<file path="src/rtl/uart_pkg.sv">
// Shared types and constants for the buffered UART transmitter.
// Holds the serialiser state encoding and frame geometry helpers.
package uart_pkg;

    localparam int DATA_BITS = 8;

    typedef enum logic [2:0] {
        ST_IDLE   = 3'd0,
        ST_START  = 3'd1,
        ST_DATA   = 3'd2,
        ST_PARITY = 3'd3,
        ST_STOP   = 3'd4
    } tx_state_e;

    function automatic logic is_last_data_bit(input logic [2:0] idx);
        return idx == 3'(DATA_BITS - 1);
    endfunction

endpackage

</file>
<file path="src/rtl/uart_tx_fifo.sv">
// Synchronous byte FIFO feeding the UART serialiser.
// Read data is registered on pop; tx_ready is registered from next count.
module uart_tx_fifo #(
    parameter int DEPTH = 8,
    parameter int WIDTH = 8
) (
    input  logic                   clk,
    input  logic                   rst_n,
    input  logic                   push_i,
    input  logic [WIDTH-1:0]       wdata_i,
    input  logic                   pop_i,
    output logic [WIDTH-1:0]       rdata_o,
    output logic                   empty_o,
    output logic                   ready_o,
    output logic [$clog2(DEPTH):0] count_o
);

    localparam int AW = $clog2(DEPTH);
    localparam int CW = AW + 1;

    logic [WIDTH-1:0] mem_q [DEPTH];
    logic [AW-1:0]    wptr_q, wptr_d;
    logic [AW-1:0]    rptr_q, rptr_d;
    logic [CW-1:0]    count_q, count_d;
    logic [WIDTH-1:0] rdata_q;
    logic             ready_q;
    logic             full;
    logic             push_ok;
    logic             pop_ok;

    assign full    = (count_q == CW'(DEPTH));
    assign empty_o = (count_q == '0);
    assign push_ok = push_i & ~full;
    assign pop_ok  = pop_i & ~empty_o;

    // Pointer and occupancy next-state; pointers wrap naturally at DEPTH.
    always_comb begin
        wptr_d  = wptr_q;
        rptr_d  = rptr_q;
        count_d = count_q + {{AW{1'b0}}, push_ok} - {{AW{1'b0}}, pop_ok};
        if (push_ok) begin
            wptr_d = wptr_q + 1'b1;
        end
        if (pop_ok) begin
            rptr_d = rptr_q + 1'b1;
        end
    end

    // Control registers: pointers, count, ready flag and read data.
    always_ff @(posedge clk) begin
        if (!rst_n) begin
            wptr_q  <= '0;
            rptr_q  <= '0;
            count_q <= '0;
            ready_q <= 1'b0;
            rdata_q <= '0;
        end else begin
            wptr_q  <= wptr_d;
            rptr_q  <= rptr_d;
            count_q <= count_d;
            ready_q <= (count_d != CW'(DEPTH));
            if (pop_ok) begin
                rdata_q <= mem_q[rptr_q];
            end
        end
    end

    // Storage array; contents need no reset since pointers define validity.
    always_ff @(posedge clk) begin
        if (push_ok) begin
            mem_q[wptr_q] <= wdata_i;
        end
    end

    assign rdata_o = rdata_q;
    assign ready_o = ready_q;
    assign count_o = count_q;

endmodule

</file>
<file path="src/rtl/uart_tx_buffered.sv">
// Buffered UART transmitter: byte FIFO plus LSB-first frame serialiser.
// The line is registered, so it trails the FSM state by one cycle.
module uart_tx_buffered
    import uart_pkg::*;
#(
    parameter int CLKS_PER_BIT = 434,
    parameter int FIFO_DEPTH   = 8,
    parameter int PARITY_EN    = 0,
    parameter int PARITY_ODD   = 0,
    parameter int STOP_BITS    = 1
) (
    input  logic                        clk,
    input  logic                        reset,
    input  logic [7:0]                  tx_data,
    input  logic                        tx_valid,
    output logic                        tx_ready,
    output logic                        tx,
    output logic                        tx_busy,
    output logic [$clog2(FIFO_DEPTH):0] fifo_count
);

    localparam int             BW        = $clog2(CLKS_PER_BIT);
    localparam logic [BW-1:0]  BAUD_LOAD = BW'(CLKS_PER_BIT - 1);
    localparam logic [2:0]     LAST_STOP = 3'(STOP_BITS - 1);

    tx_state_e     state_q, state_d;
    logic [BW-1:0] baud_q, baud_d;
    logic [2:0]    bit_q, bit_d;
    logic [7:0]    shift_q, shift_d;
    logic          par_q, par_d;
    logic          tx_q, tx_d;
    logic          pop;
    logic          load;
    logic          bit_done;
    logic          fifo_empty;
    logic [7:0]    fifo_rdata;

    uart_tx_fifo #(
        .DEPTH (FIFO_DEPTH),
        .WIDTH (DATA_BITS)
    ) u_fifo (
        .clk     (clk),
        .rst_n   (reset),
        .push_i  (tx_valid),
        .wdata_i (tx_data),
        .pop_i   (pop),
        .rdata_o (fifo_rdata),
        .empty_o (fifo_empty),
        .ready_o (tx_ready),
        .count_o (fifo_count)
    );

    assign bit_done = (baud_q == '0);
    // A new byte is taken from idle or on the very last stop cycle.
    assign load = ~fifo_empty &
                  ((state_q == ST_IDLE) |
                   ((state_q == ST_STOP) & bit_done & (bit_q == LAST_STOP)));

    // State register plus serialiser datapath and the registered line.
    always_ff @(posedge clk) begin
        if (!reset) begin
            state_q <= ST_IDLE;
            baud_q  <= '0;
            bit_q   <= '0;
            shift_q <= '0;
            par_q   <= 1'b0;
            tx_q    <= 1'b1;
        end else begin
            state_q <= state_d;
            baud_q  <= baud_d;
            bit_q   <= bit_d;
            shift_q <= shift_d;
            par_q   <= par_d;
            tx_q    <= tx_d;
        end
    end

    // Next-state: bit timing, shifting and parity accumulation.
    always_comb begin
        state_d = state_q;
        baud_d  = baud_q;
        bit_d   = bit_q;
        shift_d = shift_q;
        par_d   = par_q;
        if (state_q != ST_IDLE && !bit_done) begin
            baud_d = baud_q - 1'b1;
        end
        unique case (state_q)
            ST_IDLE: begin
                if (load) begin
                    par_d   = 1'b0;
                    baud_d  = BAUD_LOAD;
                    state_d = ST_START;
                end
            end
            ST_START: begin
                if (bit_done) begin
                    baud_d  = BAUD_LOAD;
                    bit_d   = '0;
                    shift_d = fifo_rdata;
                    state_d = ST_DATA;
                end
            end
            ST_DATA: begin
                if (bit_done) begin
                    baud_d  = BAUD_LOAD;
                    shift_d = shift_q >> 1;
                    par_d   = par_q ^ shift_q[0];
                    if (is_last_data_bit(bit_q)) begin
                        bit_d   = '0;
                        state_d = (PARITY_EN != 0) ? ST_PARITY : ST_STOP;
                    end else begin
                        bit_d = bit_q + 1'b1;
                    end
                end
            end
            ST_PARITY: begin
                if (bit_done) begin
                    baud_d  = BAUD_LOAD;
                    bit_d   = '0;
                    state_d = ST_STOP;
                end
            end
            ST_STOP: begin
                if (bit_done) begin
                    if (bit_q != LAST_STOP) begin
                        bit_d  = bit_q + 1'b1;
                        baud_d = BAUD_LOAD;
                    end else if (load) begin
                        bit_d   = '0;
                        par_d   = 1'b0;
                        baud_d  = BAUD_LOAD;
                        state_d = ST_START;
                    end else begin
                        bit_d   = '0;
                        state_d = ST_IDLE;
                    end
                end
            end
            default: begin
                state_d = ST_IDLE;
            end
        endcase
    end

    // Outputs: line level for the current state and the FIFO pop strobe.
    always_comb begin
        tx_d = 1'b1;
        pop  = load;
        unique case (state_q)
            ST_IDLE:   tx_d = 1'b1;
            ST_START:  tx_d = 1'b0;
            ST_DATA:   tx_d = shift_q[0];
            ST_PARITY: tx_d = par_q ^ (PARITY_ODD != 0);
            ST_STOP:   tx_d = 1'b1;
            default:   tx_d = 1'b1;
        endcase
    end

    assign tx      = tx_q;
    assign tx_busy = (state_q != ST_IDLE) | ~fifo_empty;

endmodule

</file>
<file path="config.mk">
export PLATFORM = sky130hd
export DESIGN_NAME = uart_tx_buffered
export DESIGN_NICKNAME = d
export VERILOG_FILES = /design/src/rtl/uart_pkg.sv /design/src/rtl/uart_tx_fifo.sv /design/src/rtl/uart_tx_buffered.sv
export SDC_FILE = /design/constraint.sdc
export NUM_CORES = 1
export LEC_CHECK = 0
export ABC_AREA = 1
export CAP_MARGIN = 20
export CORE_MARGIN = 2
export CORE_UTILIZATION = 55
export DETAILED_ROUTE_END_ITERATION = 7
export PLACE_DENSITY_LB_ADDON = 0.05
export SYNTH_ARGS = -nofsm -noshare
export SYNTH_HDL_FRONTEND = slang
export SYNTH_SLANG_ARGS = --single-unit
</file>
<file path="constraint.sdc">
create_clock -name clk -period 3 [get_ports clk]
set_input_delay 0.6 -clock clk [delete_from_list [all_inputs] [get_ports clk]]
set_output_delay 0.6 -clock clk [all_outputs]
set_load 0.005 [all_outputs]
</file>
[Yosys cells after proc, flatten, opt, wreduce, memory -nomap -nowiden]
Memories as Yosys holds them, arrays and structs flattened. A register that Yosys moved wholly into a read port is not among the register bits.
Index checks and enable logic that the tools add are counted.
Operators by class
  $add $sub $neg: 6
  equal/unequal tests: 15
  multiplexer cells: 32
  bitwise logic cells: 10
  reduce and logical (&&, ||, !) cells: 18
Operators with widths (number)
  $mux W9: 5
  $mux W3: 12
  $pmux W9 S3: 1
  $mux W8: 2
  $pmux W8 S2: 1
  $pmux W3 S5: 1
  $ne A2 B2 Y1 const B: 6
  $reduce_bool A3 Y1: 4
  $add A3 B1 Y3 const B: 3
  $logic_not A9 Y1: 1
  $pmux W3 S3: 1
  $sub A9 B1 Y9 const B: 1
  $reduce_and A4 Y1: 2
  $mux W1: 7
  $reduce_and A7 Y1: 1
  $eq A3 B2 Y1 const B: 2
  $eq A3 B3 Y1 const B: 2
  $logic_not A3 Y1: 2
  $pmux W1 S3: 2
  $and A1 B1 Y1: 5
  $add A4 B1 Y4: 1
  $eq A4 B4 Y1 const B: 1
  $logic_not A4 Y1: 1
  $ne A2 B1 Y1 const B: 2
  other kinds (12): 15
Storage, ports and cells
  bits in registers: 36
  memory bits (writable): 64
  input port bits: 11
  output and inout bits: 7
  logic and storage cells: 92
  memories kept: 1
Memories
  u_fifo.mem_q: depth 8, width 8, rd ports 1, clocked after memory_dff 1, wr ports 1, RTL line uart_tx_fifo.sv:21  | logic [WIDTH-1:0] mem_q [DEPTH];

[Longest topological paths before layout]
  word-level depth: 9
  gate-level depth with buffers: 19

[Cells and area by module]
Synthesis repeated with hierarchy kept, for this count alone.
Unflattened totals
  cells, all modules: 593
  area total of the unflattened synthesis: 5178.7 sq um
Modules (own cells, without submodules)
  uart_tx_fifo: times used 1, cells an instance 364, area each 3611.0 sq um, seq. area each 2302.2 sq um
  uart_tx_buffered: times used 1, cells an instance 229, area each 1567.8 sq um, seq. area each 500.5 sq um

[Least setup slack after synthesis]
No wires, ideal clock.
  path kind: register to register
  from: reg baud_q[0]
  to: reg u_fifo.ready_q, in the netlist u_fifo.ready_o
  library setup time: 110 ps
  arrival: 2460 ps
  required time: 2890 ps
  slack: 431 ps
  cell stages (with the launch flop): 20
  path buffers: 1
  clock period less this slack: 2569 ps
  cell sequence: dfxtp_1 > inv_1 > ha_1 > nand2_1 > nor2_1 > nand2_2 > nand2_4 > nand2_4 > inv_2 > buf_6 > ha_1 > inv_1 > ha_1 > inv_1 > fa_1 > xnor2_1 > nor3_1 > nand2_1 > nand2_1 > inv_1
On the way
  word-level cells in the longest chain between the ends: 8
Ends and longest elaborated chain
  start: declaration: RTL line uart_tx_buffered.sv:27  | logic [BW-1:0] baud_q, baud_d;
  start signal: assignment: RTL line uart_tx_buffered.sv:70  | baud_q <= baud_d;
  $logic_not A9 Y1: RTL line uart_tx_buffered.sv:53  | assign bit_done = (baud_q == '0);
  $and A1 B1 Y1 (2 in series): RTL line uart_tx_buffered.sv:57  | ((state_q == ST_STOP) & bit_done & (bit_q == LAST_STOP)));
  $or A1 B1 Y1: RTL line uart_tx_buffered.sv:56  | ((state_q == ST_IDLE) |
  $and A1 B1 Y1: RTL line uart_tx_buffered.sv:55  | assign load = ~fifo_empty &
  $and A1 B1 Y1: RTL line uart_tx_fifo.sv:34  | assign pop_ok = pop_i & ~empty_o;
  via u_fifo.pop_ok: RTL line uart_tx_fifo.sv:29  | logic pop_ok;
  $sub A4 B1 Y4: RTL line uart_tx_fifo.sv:40  | count_d = count_q + {{AW{1'b0}}, push_ok} - {{AW{1'b0}}, pop_ok};
  $ne A4 B4 Y1: RTL line uart_tx_fifo.sv:61  | ready_q <= (count_d != CW'(DEPTH));
  end signal: assignment: RTL line uart_tx_fifo.sv:61
  end: declaration: RTL line uart_tx_fifo.sv:26  | logic ready_q;
The timed path passes the listed nets, and every way through them passes these cells.
A chain may end at the register's enable or synchronous reset.

[Worst setup path after layout]
  from: reg baud_q[0]
  to: reg u_fifo.ready_q, in the netlist u_fifo.ready_o
On the way
  word-level cells in the longest chain between the ends: 8
Ends and longest elaborated chain (RTL line)
  $logic_not A9 Y1: uart_tx_buffered.sv:53
  $and A1 B1 Y1 (2 in series): uart_tx_buffered.sv:57
  $or A1 B1 Y1: uart_tx_buffered.sv:56
  $and A1 B1 Y1: uart_tx_buffered.sv:55
  $and A1 B1 Y1: uart_tx_fifo.sv:34
  $sub A4 B1 Y4: uart_tx_fifo.sv:40
  $ne A4 B4 Y1: uart_tx_fifo.sv:61
No other way between the ends.

==> impl_metrics.json <==
{
  "diodes": 0,
  "drive_gt1_frac": 0.110,
  "power.total_mw": 4.60,
  "relSlewSlack": 0.452,
  "clkSinkCount": 108,
  "portBuffers": 17,
  "sequentialPowerShare": 0.424,
  "syn_area_um2": 4740,
  "insertion_delay_ps": 360,
  "placed_area_um2": 5040,
  "dieArea_um2": 9380,
  "synth.distinct_cells": 38,
  "drtPass1Iterations": 6,
  "p_int_mw": 2.79,
  "antenna_found_initial": 0,
  "core_area_um2": 8300,
  "tightestPinTransition_ps": 821,
  "start_kind": "flop",
  "place_congestion": 0.862,
  "top_usage_layer": "met2",
  "ir_drop_mv": 0.446,
  "avgSynthCellArea_um2": 9.66,
  "io_pins": 18,
  "rows": 33,
  "initial_core_util": 0.572,
  "clockBufferDepth": 2,
  "path_class": "reg -> reg",
  "cap_violations": 0,
  "fin_skew_ps": 16.5,
  "post_cts_buffers": 0,
  "r2r-end": "u_fifo.ready_o$_SDFF_PN0_",
  "setup_viol": 0,
  "slew_violations": 0,
  "grt_start_max_net_pins": 40,
  "tritoncts": "yes",
  "status": "finished clean",
  "grt_first_pass_wirelength_um": 15800,
  "syn_to_final_growth_pct": 10.3,
  "startpoint": "baud_q[0]$_SDFF_PN0_",
  "routedWlPerCell_um": 15.0,
  "hold_path.class": "reg -> reg",
  "endpoint": "u_fifo.ready_o$_SDFF_PN0_",
  "grt_pass1_vias": 3224,
  "rsz0062_at_grt": "no",
  "nets": 538,
  "global_route.usage.met2": 0.364,
  "routed_wl_um": 9350,
  "gr-usage-met1": 0.273,
  "worstRegToRegCells": 18,
  "post_cts_resized": 0,
  "hold_path_depth": 2,
  "synth.ff_latch_count": 108,
  "p_comb_frac": 0.390,
  "synth_warnings": 0,
  "root_buffer": "clkbuf_8",
  "reg2reg_from": "baud_q[0]$_SDFF_PN0_",
  "die_h_um": 96.9,
  "power.switching_mw": 1.80,
  "critPathCaptureType": "flop",
  "p_sw_frac": 0.392,
  "final_area_um2": 5230,
  "fp.dieW_um": 96.9,
  "finalCriticalPeriod_ps": 2570,
  "cp_max_fo": 7,
  "p_clk_frac": 0.186,
  "grt-ovfl-total": 0,
  "fmax_mhz": 389,
  "synth_fp_nets": 516,
  "drc": 0,
  "power.density_nw_per_um2": 879,
  "final_antenna_net_count": 0,
  "postSynthCellCount": 491,
  "htreeDepth": 3,
  "finalCritPeriodShare": 0.857,
  "final_core_util": 0.630,
  "crit_required_ps": 3260,
  "fin_tns_setup_ps": 0,
  "reg2reg_slack_ps": 430,
  "cellLeakagePower_nw": 2.04,
  "dr.first_iter.drc_count": 149,
  "arrival_ps": 2830,
  "yosysSeqAreaShare": 0.591,
  "num-fill-cells": 697,
  "grt_util_met3": 0.0347,
  "dp_hpwl_um": 6180,
  "hold_buffers": 0,
  "cts.clk_slew.worst_paths_ps": 110,
  "cts_buffers": 9,
  "vias": 3344,
  "hold_viol": 0,
  "fin_hold_ws_ps": 487,
  "grt_usage": 0.210,
  "via_per_inst": 5.37
}
==> routing by layer <==
metal	vias up	share of wire
met5	-	0
met3	8	0.032
met1	1573	0.45
met2	54	0.51
met4	0	0.0097
li1	1709	-
==> cell families after synthesis <==
kind of cell	share of synthesized area
flops	0.591
xor+xnor	0.0111
simple gates	0.168
compound gates	0.124
fa+ha+maj	0.0385
buf+inv	0.0675
==> power by group through the flow <==
stage	combinational (mW)	clock [mW]	sequential, mW
2_1_floorplan	1.36	0	1.93
3_3_place_gp	1.75	0	1.97
3_5_place_dp	1.78	0	1.98
4_1_cts	1.79	0.879	1.95
5_1_grt	2.05	0.926	1.98
6_report	1.79	0.853	1.95
==> cell type report <==
class,count,area [um2],area share
Clock buffer,9,124,0.0237
Timing Repair Buffer,30,268,0.0512
Tap cell,105,131,0.0251
Multi-Input combinational cell,306,1620,0.310
Sequential cell,108,2800,0.536
Inverter,58,223,0.0426
Clock inverter,7,61.3,0.0117
==> cell usage after synthesis <==
| cell | instances | area (um2) |
|---|---|---|
| nand2_1 | 81 | 304 |
| edfxtp_1 | 64 | 1920 |
| inv_1 | 47 | 176 |
| dfxtp_1 | 44 | 881 |
| a21oi_1 | 42 | 210 |
| nor2_1 | 37 | 139 |
| nand3_1 | 36 | 180 |
| o21ai_0 | 28 | 140 |
| o21ai_1 | 17 | 85.1 |
| a31oi_1 | 14 | 87.6 |
| clkbuf_1 | 14 | 52.6 |
| ha_1 | 13 | 163 |
| inv_2 | 9 | 33.8 |
| nor2_2 | 6 | 37.5 |
| xor2_1 | 5 | 43.8 |
| nand2_2 | 4 | 25.0 |
| nor3b_1 | 3 | 22.5 |
| a31oi_2 | 2 | 25.0 |
| buf_2 | 2 | 10.0 |
| nand2_4 | 2 | 22.5 |
| nand4_1 | 2 | 12.5 |
| nor3_1 | 2 | 10.0 |
| o21ai_2 | 2 | 17.5 |
| a211oi_1 | 1 | 7.51 |
| a22oi_1 | 1 | 7.51 |
| a311oi_1 | 1 | 8.76 |
| and2_1 | 1 | 6.26 |
| and2_4 | 1 | 8.76 |
| buf_1 | 1 | 3.75 |
| buf_12 | 1 | 20.0 |
| buf_6 | 1 | 11.3 |
| clkinv_1 | 1 | 3.75 |
| clkinv_4 | 1 | 8.76 |
| fa_1 | 1 | 20.0 |
| nor2_4 | 1 | 11.3 |
| nor3_2 | 1 | 10.0 |
| or2_1 | 1 | 6.26 |
| xnor2_1 | 1 | 8.76 |
==> sequential cells by signal, summed over array words and instances (netlist names) <==
name            count
u_fifo.rdata_o      8
tx                  1
shift_q             8
u_fifo.mem_q       64
bit_q               3
u_fifo.rptr_q       3
u_fifo.wptr_q       3
u_fifo.count_o      4
baud_q              9
par_q               1
u_fifo.ready_o      1
state_q             3
==> worst min path at each step <==
stage | from | to | slack, ps
after floorplan | u_fifo.rdata_o[0]$_SDFFE_PN0P_ | shift_q[0]$_SDFFE_PN0P_ | 450
after global placement | shift_q[2]$_SDFFE_PN0P_ | shift_q[1]$_SDFFE_PN0P_ | 460
after detailed placement | shift_q[1]$_SDFFE_PN0P_ | shift_q[0]$_SDFFE_PN0P_ | 470
after CTS | shift_q[1]$_SDFFE_PN0P_ | shift_q[0]$_SDFFE_PN0P_ | 490
after global routing | shift_q[2]$_SDFFE_PN0P_ | shift_q[1]$_SDFFE_PN0P_ | 520
final | shift_q[1]$_SDFFE_PN0P_ | shift_q[0]$_SDFFE_PN0P_ | 490
==> stage by stage <==
| stage | std cells | setup WS [ps] |
|---|---|---|
| detailed placement | 607 | 447 |
| floorplan | 491 | 431 |
| finish | 623 | 430 |
| global route | 623 | 54.0 |
| CTS | 623 | 411 |
| global placement | 607 | 514 |
==> layout by cell type, fill, tap and decap left out, drive strengths merged <==
cell type / synthesis / final
nand2: 87 / 87
edfxtp: 64 / 64
inv: 56 / 62
o21ai: 47 / 47
dfxtp: 44 / 44
nor2: 44 / 44
a21oi: 42 / 42
nand3: 36 / 36
clkdlybuf4s50: 0 / 17
a31oi: 16 / 16
ha: 13 / 13
buf: 5 / 13
clkbuf: 14 / 9
xor2: 5 / 5
nor3b: 3 / 3
clkinv: 2 / 3
nor3: 3 / 3
nand4: 2 / 2
and2: 2 / 2
a311oi: 1 / 1
a211oi: 1 / 1
a22oi: 1 / 1
or2: 1 / 1
xnor2: 1 / 1
fa: 1 / 1
==> worst max-delay path, stage by stage (launching register included) <==
cell     delay [ps]
dfxtp_1         360
inv_1            80
ha_1            200
nand2_1          60
nor2_1           50
nand2_2         150
nand2_4         100
nand2_4          80
inv_2            30
ha_1            260
inv_1            50
ha_1            150
inv_1            60
fa_1            370
xnor2_1         150
nor3_1          180
nand2_1          70
nand2_1          50
inv_1            30
(Power assumes the default switching activity.)
